`src/rtl/mdu_pkg.sv`:
```
// Shared encodings for the sequential multiply/divide unit.
package mdu_pkg;

   localparam logic OP_MPY = 1'b0;
   localparam logic OP_DIV = 1'b1;

   typedef enum logic [1:0] {
      ST_IDLE   = 2'd0,
      ST_RUN    = 2'd1,
      ST_FINISH = 2'd2
   } state_t;

endpackage

```
`src/rtl/mdu_step.sv`:
```
// One combinational iteration of the shift-add multiplier or restoring divider.
// p_in/p_out hold {high half, low half}: product high/low for MPY,
// partial remainder/quotient for DIV. The divide path exists only when
// MDU_DIV_EN is defined.
module mdu_step
   import mdu_pkg::*;
#(
   parameter int WIDTH = 16
) (
   input  logic               op,
   input  logic [2*WIDTH-1:0] p_in,
   input  logic [WIDTH-1:0]   b,
   output logic [2*WIDTH-1:0] p_out
);

   logic [WIDTH-1:0]   addend;
   logic [WIDTH:0]     mpy_sum;
   logic [2*WIDTH-1:0] mpy_p;

   // Shift-add: add the multiplicand when the multiplier LSB is set, then shift right with carry.
   always_comb begin
      addend  = p_in[0] ? b : '0;
      mpy_sum = {1'b0, p_in[2*WIDTH-1:WIDTH]} + {1'b0, addend};
      mpy_p   = {mpy_sum, p_in[WIDTH-1:1]};
   end

`ifdef MDU_DIV_EN
   logic [WIDTH:0]     rem_sh;
   logic [WIDTH-1:0]   rem_sub;
   logic [2*WIDTH-1:0] div_p;

   // Restoring step: shift the next dividend bit in, subtract only when it fits.
   always_comb begin
      rem_sh  = p_in[2*WIDTH-1:WIDTH-1];
      rem_sub = rem_sh[WIDTH-1:0] - b;
      if (rem_sh >= {1'b0, b}) begin
         div_p = {rem_sub, p_in[WIDTH-2:0], 1'b1};
      end else begin
         div_p = {rem_sh[WIDTH-1:0], p_in[WIDTH-2:0], 1'b0};
      end
   end

   assign p_out = (op == OP_DIV) ? div_p : mpy_p;
`else
   // Without the divider an unsupported op simply holds the register.
   assign p_out = (op == OP_MPY) ? mpy_p : p_in;
`endif

endmodule

```
`src/rtl/mdu_seq.sv`:
```
// Sequential multiply/divide unit, WIDTH iterations per operation.
// Build option: define MDU_DIV_EN to include unsigned division; otherwise
// a divide request completes at once with illegal_op set.
//
// Handshake: start is sampled on a rising edge only while the FSM is IDLE and
// done is low; operands are captured at that edge. busy is high from the next
// cycle until the FINISH cycle ends; done pulses for exactly one cycle, in the
// same cycle the new acc_out/mr_out/dbz/illegal_op first appear. Starts seen
// while busy or during done are dropped, never queued.
module mdu_seq
   import mdu_pkg::*;
#(
   parameter int WIDTH = 16
) (
   input  logic             clk,
   input  logic             rst,
   input  logic             start,
   input  logic             op,
   input  logic [WIDTH-1:0] acc_in,
   input  logic [WIDTH-1:0] br_in,
   output logic             busy,
   output logic             done,
   output logic [WIDTH-1:0] acc_out,
   output logic [WIDTH-1:0] mr_out,
   output logic             dbz,
   output logic             illegal_op,
   output state_t           state_dbg
);

   localparam int CW = $clog2(WIDTH);

   state_t             state;
   logic [CW-1:0]      cnt;
   logic               op_r;
   logic [WIDTH-1:0]   b_r;
   logic [2*WIDTH-1:0] p_r;
   logic [2*WIDTH-1:0] p_next;

   assign state_dbg = state;

   mdu_step #(.WIDTH(WIDTH)) u_step (
      .op   (op_r),
      .p_in (p_r),
      .b    (b_r),
      .p_out(p_next)
   );

   // Control FSM, datapath registers and registered result outputs.
   always_ff @(posedge clk or posedge rst) begin
      if (rst) begin
         state      <= ST_IDLE;
         cnt        <= '0;
         op_r       <= OP_MPY;
         b_r        <= '0;
         p_r        <= '0;
         busy       <= 1'b0;
         done       <= 1'b0;
         acc_out    <= '0;
         mr_out     <= '0;
         dbz        <= 1'b0;
         illegal_op <= 1'b0;
      end else begin
         done <= 1'b0;
         case (state)
            ST_IDLE: begin
               if (start && !done) begin
                  op_r <= op;
                  cnt  <= '0;
                  busy <= 1'b1;
                  if (op == OP_DIV) begin
                     b_r <= br_in;
                     p_r <= {{WIDTH{1'b0}}, acc_in};
`ifdef MDU_DIV_EN
                     // A zero divisor has a fixed answer, so the iterations are skipped.
                     state <= (br_in == '0) ? ST_FINISH : ST_RUN;
`else
                     state <= ST_FINISH;
`endif
                  end else begin
                     b_r   <= acc_in;
                     p_r   <= {{WIDTH{1'b0}}, br_in};
                     state <= ST_RUN;
                  end
               end
            end
            ST_RUN: begin
               p_r <= p_next;
               cnt <= cnt + 1'b1;
               if (cnt == CW'(WIDTH - 1)) begin
                  state <= ST_FINISH;
               end
            end
            ST_FINISH: begin
               busy  <= 1'b0;
               done  <= 1'b1;
               state <= ST_IDLE;
               if (op_r == OP_DIV) begin
`ifdef MDU_DIV_EN
                  if (b_r == '0) begin
                     acc_out    <= '1;
                     mr_out     <= p_r[WIDTH-1:0];
                     dbz        <= 1'b1;
                  end else begin
                     acc_out    <= p_r[WIDTH-1:0];
                     mr_out     <= p_r[2*WIDTH-1:WIDTH];
                     dbz        <= 1'b0;
                  end
                  illegal_op <= 1'b0;
`else
                  acc_out    <= '0;
                  mr_out     <= '0;
                  dbz        <= 1'b0;
                  illegal_op <= 1'b1;
`endif
               end else begin
                  acc_out    <= p_r[WIDTH-1:0];
                  mr_out     <= p_r[2*WIDTH-1:WIDTH];
                  dbz        <= 1'b0;
                  illegal_op <= 1'b0;
               end
            end
            default: begin
               state <= ST_IDLE;
               busy  <= 1'b0;
            end
         endcase
      end
   end

endmodule

```
`config.mk`:
```
export PLATFORM = sky130hd
export DESIGN_NAME = mdu_seq
export DESIGN_NICKNAME = d
export VERILOG_FILES = /design/src/rtl/mdu_pkg.sv /design/src/rtl/mdu_step.sv /design/src/rtl/mdu_seq.sv
export SDC_FILE = /design/constraint.sdc
export NUM_CORES = 1
export LEC_CHECK = 0
export BUFFER_PORTS_ARGS = -buffer_cell sky130_fd_sc_hd__buf_4
export CAP_MARGIN = 5
export CORE_ASPECT_RATIO = 0.9
export CORE_UTILIZATION = 57
export DETAILED_ROUTE_END_ITERATION = 7
export PLACE_DENSITY = 0.8
export SYNTH_ARGS = -nofsm -noshare
export SYNTH_HDL_FRONTEND = slang
export SYNTH_SLANG_ARGS = --single-unit
```
`constraint.sdc`:
```
create_clock -name clk -period 3.2 [get_ports clk]
set_input_delay 0.16 -clock clk [delete_from_list [all_inputs] [get_ports clk]]
set_output_delay 0.16 -clock clk [all_outputs]
set_load 0.01 [all_outputs]
```
After elaboration in Yosys (flattened, before gate mapping)
Index checks and enable logic that the tools add are counted.
{"block": "word_totals", "output_inout_bits": 38, "regBits": 90, "word_cells": 46}
{"block": "classes", "add_sub_neg": 2, "n_reduce_logical": 9, "n_eq_ne": 6, "n_mux": 18, "n_bitwise": 1}
{"op": "$mux 16", "n": 5}
{"op": "$mux 32", "n": 2}
{"op": "$pmux 32 s2", "n": 1}
{"op": "$add 16x16->17", "n": 1}
{"op": "$pmux 4 s2", "n": 1}
{"op": "$reduce_and 2->1", "n": 4}
{"op": "$mux 2", "n": 3}
{"op": "$ne 2x2->1 const B", "n": 3}
{"op": "$add 4x1->4 const B", "n": 1}
{"op": "$eq 4x4->1 const B", "n": 1}
{"op": "$mux 4", "n": 1}
{"op": "$pmux 2 s2", "n": 1}
{"op": "$mux 1", "n": 3}
{"op": "$reduce_and 3->1", "n": 1}
{"op": "$eq 2x1->1 const B", "n": 1}
{"op": "$eq 2x2->1 const B", "n": 1}
{"op": "$logic_not 2->1", "n": 1}
{"op": "$pmux 1 s2", "n": 1}
{"op": "$reduce_bool 2->1", "n": 1}
{"op": "$logic_and 1x1->1", "n": 1}
{"op": "$logic_not 1->1", "n": 1}
{"op": "$not 1->1", "n": 1}

Depth between registers and ports, before layout
{"block": "logic_depth", "depth_word": 4, "mapped_depth": 9, "ltp_nobuf": 9}

Hierarchy
A second synthesis with hierarchy kept.
{"block": "unflattened", "cells_unflattened": 538, "hier_area_um2": 5191.2}
{"mod": "mdu_seq", "seq_area_each_um2": 2252.2, "area_each_um2": 3885.0, "instances": 1, "cells_each": 355}
{"mod": "mdu_step", "seq_area_each_um2": 0.0, "area_each_um2": 1306.3, "instances": 1, "cells_each": 183}

Worst setup path before layout
OpenSTA, ideal clock, no wires.
{"block": "synth_timing", "path_kind": "flip-flop to flip-flop", "startpoint": "register p_r[0]", "endpoint": "register p_r[27]", "slack_ns": 0.885, "period_less_slack_ns": 2.315, "path_stages_with_launch": 10, "arrival_time_ns": 2.193, "required_time_ns": 3.078, "path_cell_list": "dfrtp_1 and2_1 ha_1 inv_1 fa_1 nor2b_4 o2111ai_2 a211oi_1 o21ai_0 a32o_1"}
{"block": "synth_between", "elab_chain_cells": 4}
{"element": "from (decl)", "line": "mdu_seq.sv:36", "text": "logic [2*WIDTH-1:0] p_r;"}
{"element": "from (signal assigned)", "line": "mdu_seq.sv:72", "text": "p_r <= {{WIDTH{1'b0}}, acc_in};"}
{"element": "from (signal assigned)", "line": "mdu_seq.sv:81", "text": "p_r <= {{WIDTH{1'b0}}, br_in};"}
{"element": "from (signal assigned)", "line": "mdu_seq.sv:87", "text": "p_r <= p_next;"}
{"element": "$mux 16", "line": "mdu_step.sv:22", "text": "addend = p_in[0] ? b : '0;"}
{"element": "$add 16x16->17", "line": "mdu_step.sv:23", "text": "mpy_sum = {1'b0, p_in[2*WIDTH-1:WIDTH]} + {1'b0, addend};"}
{"element": "$mux 32", "line": "mdu_step.sv:46", "text": "assign p_out = (op == OP_MPY) ? mpy_p : p_in;"}
{"element": "$pmux 32 s2", "line": "mdu_seq.sv:64", "text": "case (state)"}
No other way between the ends. The select of a mux whose other input is x is not followed.
A chain may end at the register's enable or synchronous reset.

Final worst setup path
Ends and elaborated chain as after synthesis.

==> impl_results.md <==
- Status: finished clean
- Worst setup timing slack at the placement stage: 0.499 ns
- Clock tree from TritonCTS: yes
- WP depth: 9
- Starting DRC count in detailed routing: about 230
- Area Growth Syn to Fin: 16.1%
- First-pass GRT wire length: approximately 17000 um
- Pre-antenna DRT Iters: 4
- Number of slew-limit violations in the final report: 0
- Cell area after synthesis: 0.00483 mm^2
- Mean instance size in the synthesized netlist: 9.00 um^2
- Number of buffers and inverters on the critical path: 1
- CTS clk-pin slew, worst paths: 0.10 ns
- Critical path start-end classification: register to register
- Maximum root-to-sink buffer count: 2
- Final-report setup violation count: 0
- Power per cell area: 876 mW/mm^2
- Slowest library cell on the worst path: dfrtp_1
- Clock tree skew after final layout: 0.0113 ns
- Period minus WS final: about 2.7 ns
- Endpoint kind of the worst setup timing path: register
- Number of antenna violations at the first check in global routing: 0
- CP Cell Sequence: and2_1, ha_1, inv_1, fa_1, nor2b_4, o2111ai_2, a211oi_1, o21ai_0, a32o_1
- Crit start category: register
- P_leak: 2.72 nW
- Routed length per instance: roughly 16 um
- Number of max-cap violations: 0
- Total die area: 0.00884 mm^2
- Final estimated routing congestion in global placement: 0.915
- Final setup margin: 0.451 ns
- R2R Setup Slk: 0.45 ns
- Global Route Usage Sum: 26.2%
- Cts bufs inserted: 9
- Largest net degree at the start of global routing: 68
- Post-Route Setup TNS: 0 ns
- Number of distinct library cells after synthesis: 51
- Clk sink count: 90
- Number of flops mapped to enable cells by yosys: 0
- Final routed wirelength across all metal layers: 11200 um
- Starting density of the core: 59.2%
- Net count reported at finish: 646
- Post-synth ARST share: 100%
- Global route overflow: 0
- Leading cell type in the layout, fill and taps excluded: nand2_1
- Per-cell via count in the routed design: 5.80
- # rows: 31
- Critical Path RT: 3.47 ns
- I/O pin count: 74
- Largest fanout on the critical path: 18
- Number of nets in the synthesized netlist: roughly 600
- Slowest Stage Delay on Critical Path: 0.57 ns
- Port Buf Inserts: 72
- Root Buffer Master: clkbuf_8
- VDD IR-drop max: 0.841 mV
- Predominant post-synthesis flop cell: dfrtp_1
- Tightest slew margin relative to the limit: between 30 and 40%
- Share of the yosys chip area belonging to registers: between 40% and 50%
- Data arrival at the endpoint of the critical path: about 3 ns
- R2R cell count: 9
- Min-Delay Path Class: input pin to register
- X dimension of the die: 99.0 um
- Detail Route Antenna Nets: 0
- Ratio of final minimum period to clock period: a little under nine tenths
- Total number of vias: 4039
- Deepest level of the CTS H-tree: 3
- Hold Vio Cnt, Final: 0
- Number of global-route vias before repair: 3480
- Top achievable clock speed: between 300 and 400 MHz
- Post-synthesis instance total: 536
- Resized Gates After CTS: 0
- Flip-flop and latch count after synthesis: 90
- Actual slew at the worst max-slew pin: 1.01 ns
- Yosys warning total: 0
- RSZ-0062 raised after global routing: false
- Cell depth of the worst hold path: 3
- Placed wire-length estimate: 8180 um
- Ant diodes: 0
- Chip Height: 89.3 um
- Proportion of layout cells with a drive suffix above 1: between 10% and 20%
- Clock latency on the worst-skew pair: 0.37 ns
- Placeable core region: 0.00815 mm^2
- Commonest cells after routing, fill and taps aside: nand2_1 (127), dfrtp_1 (90), buf_4 (77)
- DRC violations left: 0
- Top cell family by delay on the critical path: compound AO/OA/AOI/OAI gates
[cells in the mapped netlist (4+ instances only)]
master / n / area (um^2)
nor2_1: 21 / 78.8
xor2_1: 4 / 35.0
o21ai_0: 74 / 370
buf_2: 4 / 20.0
and2_1: 17 / 106
nand2b_1: 4 / 25.0
clkbuf_1: 23 / 86.3
a21oi_1: 30 / 150
o31ai_1: 4 / 30.0
dfrtp_1: 90 / 2250
nand4_1: 4 / 25.0
or3_1: 4 / 25.0
o21ai_1: 15 / 75.1
inv_1: 9 / 33.8
a21o_1: 6 / 45.0
mux2i_1: 34 / 340
ha_1: 17 / 213
nand2_1: 128 / 480
[metal layers]
layer  GRT usage, %  wire (um)  vias up
met5              0          0        -
met4           8.41        142        0
met3           4.61        640       11
met2           40.9       5070      118
met1           37.6       5310     1948
li1               -          -     1962
[final timing paths]
check | to | startpoint
max in group asynchronous | p_r[24] | rst
min in group asynchronous | b_r[4] | rst
hold / removal | b_r[8] | acc_in[8]
setup reg to reg | p_r[27] | p_r[0]
hold reg to reg | b_r[5] | b_r[5]
setup / recovery | p_r[27] | p_r[0]
[cells by family (layout without fill, tap and decap cells)]
logic type / Yosys count / count (layout) / synth area share (%)
XOR/XNOR: 7 / 7 / 1.27
other: 1 / 1 / 0.0777
adder cells (fa/ha/maj): 18 / 18 / 4.82
flip-flops: 90 / 90 / 46.7
AND/OR/NAND/NOR: 190 / 190 / 17.1
multiplexers: 34 / 34 / 7.05
buffers and inverters: 44 / 105 / 4.15
AO/OA/AOI/OAI: 152 / 152 / 18.9
[what timing repair did]
item                                    4_1_cts  5_1_grt
hold buffers                                  1        0
endpoints found under the setup margin        0        0
setup buffers                                 0        0
endpoints found under the hold margin        49        0
[metrics by stage]
| stage | cell area (um^2) | cells | hold slack, ns | utilization [%] | power [mW] |
|---|---|---|---|---|---|
| after floorplan | 4830 | 536 | 0.342 | - | 3.37 |
| after global placement | 5370 | 679 | 0.348 | 66.0 | 3.99 |
| after detailed placement | 5370 | 679 | 0.364 | 66.0 | 4.08 |
| after CTS | 5600 | 696 | 0.0689 | 68.8 | 4.93 |
| after global routing | 5600 | 696 | 0.0923 | 68.8 | 5.28 |
| final | 5600 | 696 | 0.0712 | 68.8 | 4.91 |
[state kept, by name (all words and copies together) (netlist names)]
signal / flops
mr_out: 16
b_r: 16
illegal_op: 1
state_dbg: 2
acc_out: 16
cnt: 4
done: 1
op_r: 1
busy: 1
p_r: 32
[power breakdown]
group / leakage [nW] / switching (mW) / internal [mW]
Combinational: 1.44 / 1.24 / 0.847
Clock: 0.111 / 0.460 / 0.384
Sequential: 1.17 / 0.374 / 1.60
Total: 2.72 / 2.07 / 2.84
[cell type report]
cell class	instances	area, um^2
Inverter	11	42.5
Fill cell	647	2540
Timing Repair Buffer	78	588
Sequential cell	90	2250
Clock buffer	9	124
Clock inverter	7	95.1
Multi-Input combinational cell	402	2380
Tap cell	99	124
[worst reg2reg max path: cells and delay by family, from the launching register on]
family / cells / cell delay [ns]
compound gates: 4 / 1.04
fa+ha+maj: 2 / 0.64
buf+inv: 1 / 0.07
flops: 1 / 0.57
simple gates: 2 / 0.34
Note: power is estimated with default switching activity, not from simulation.
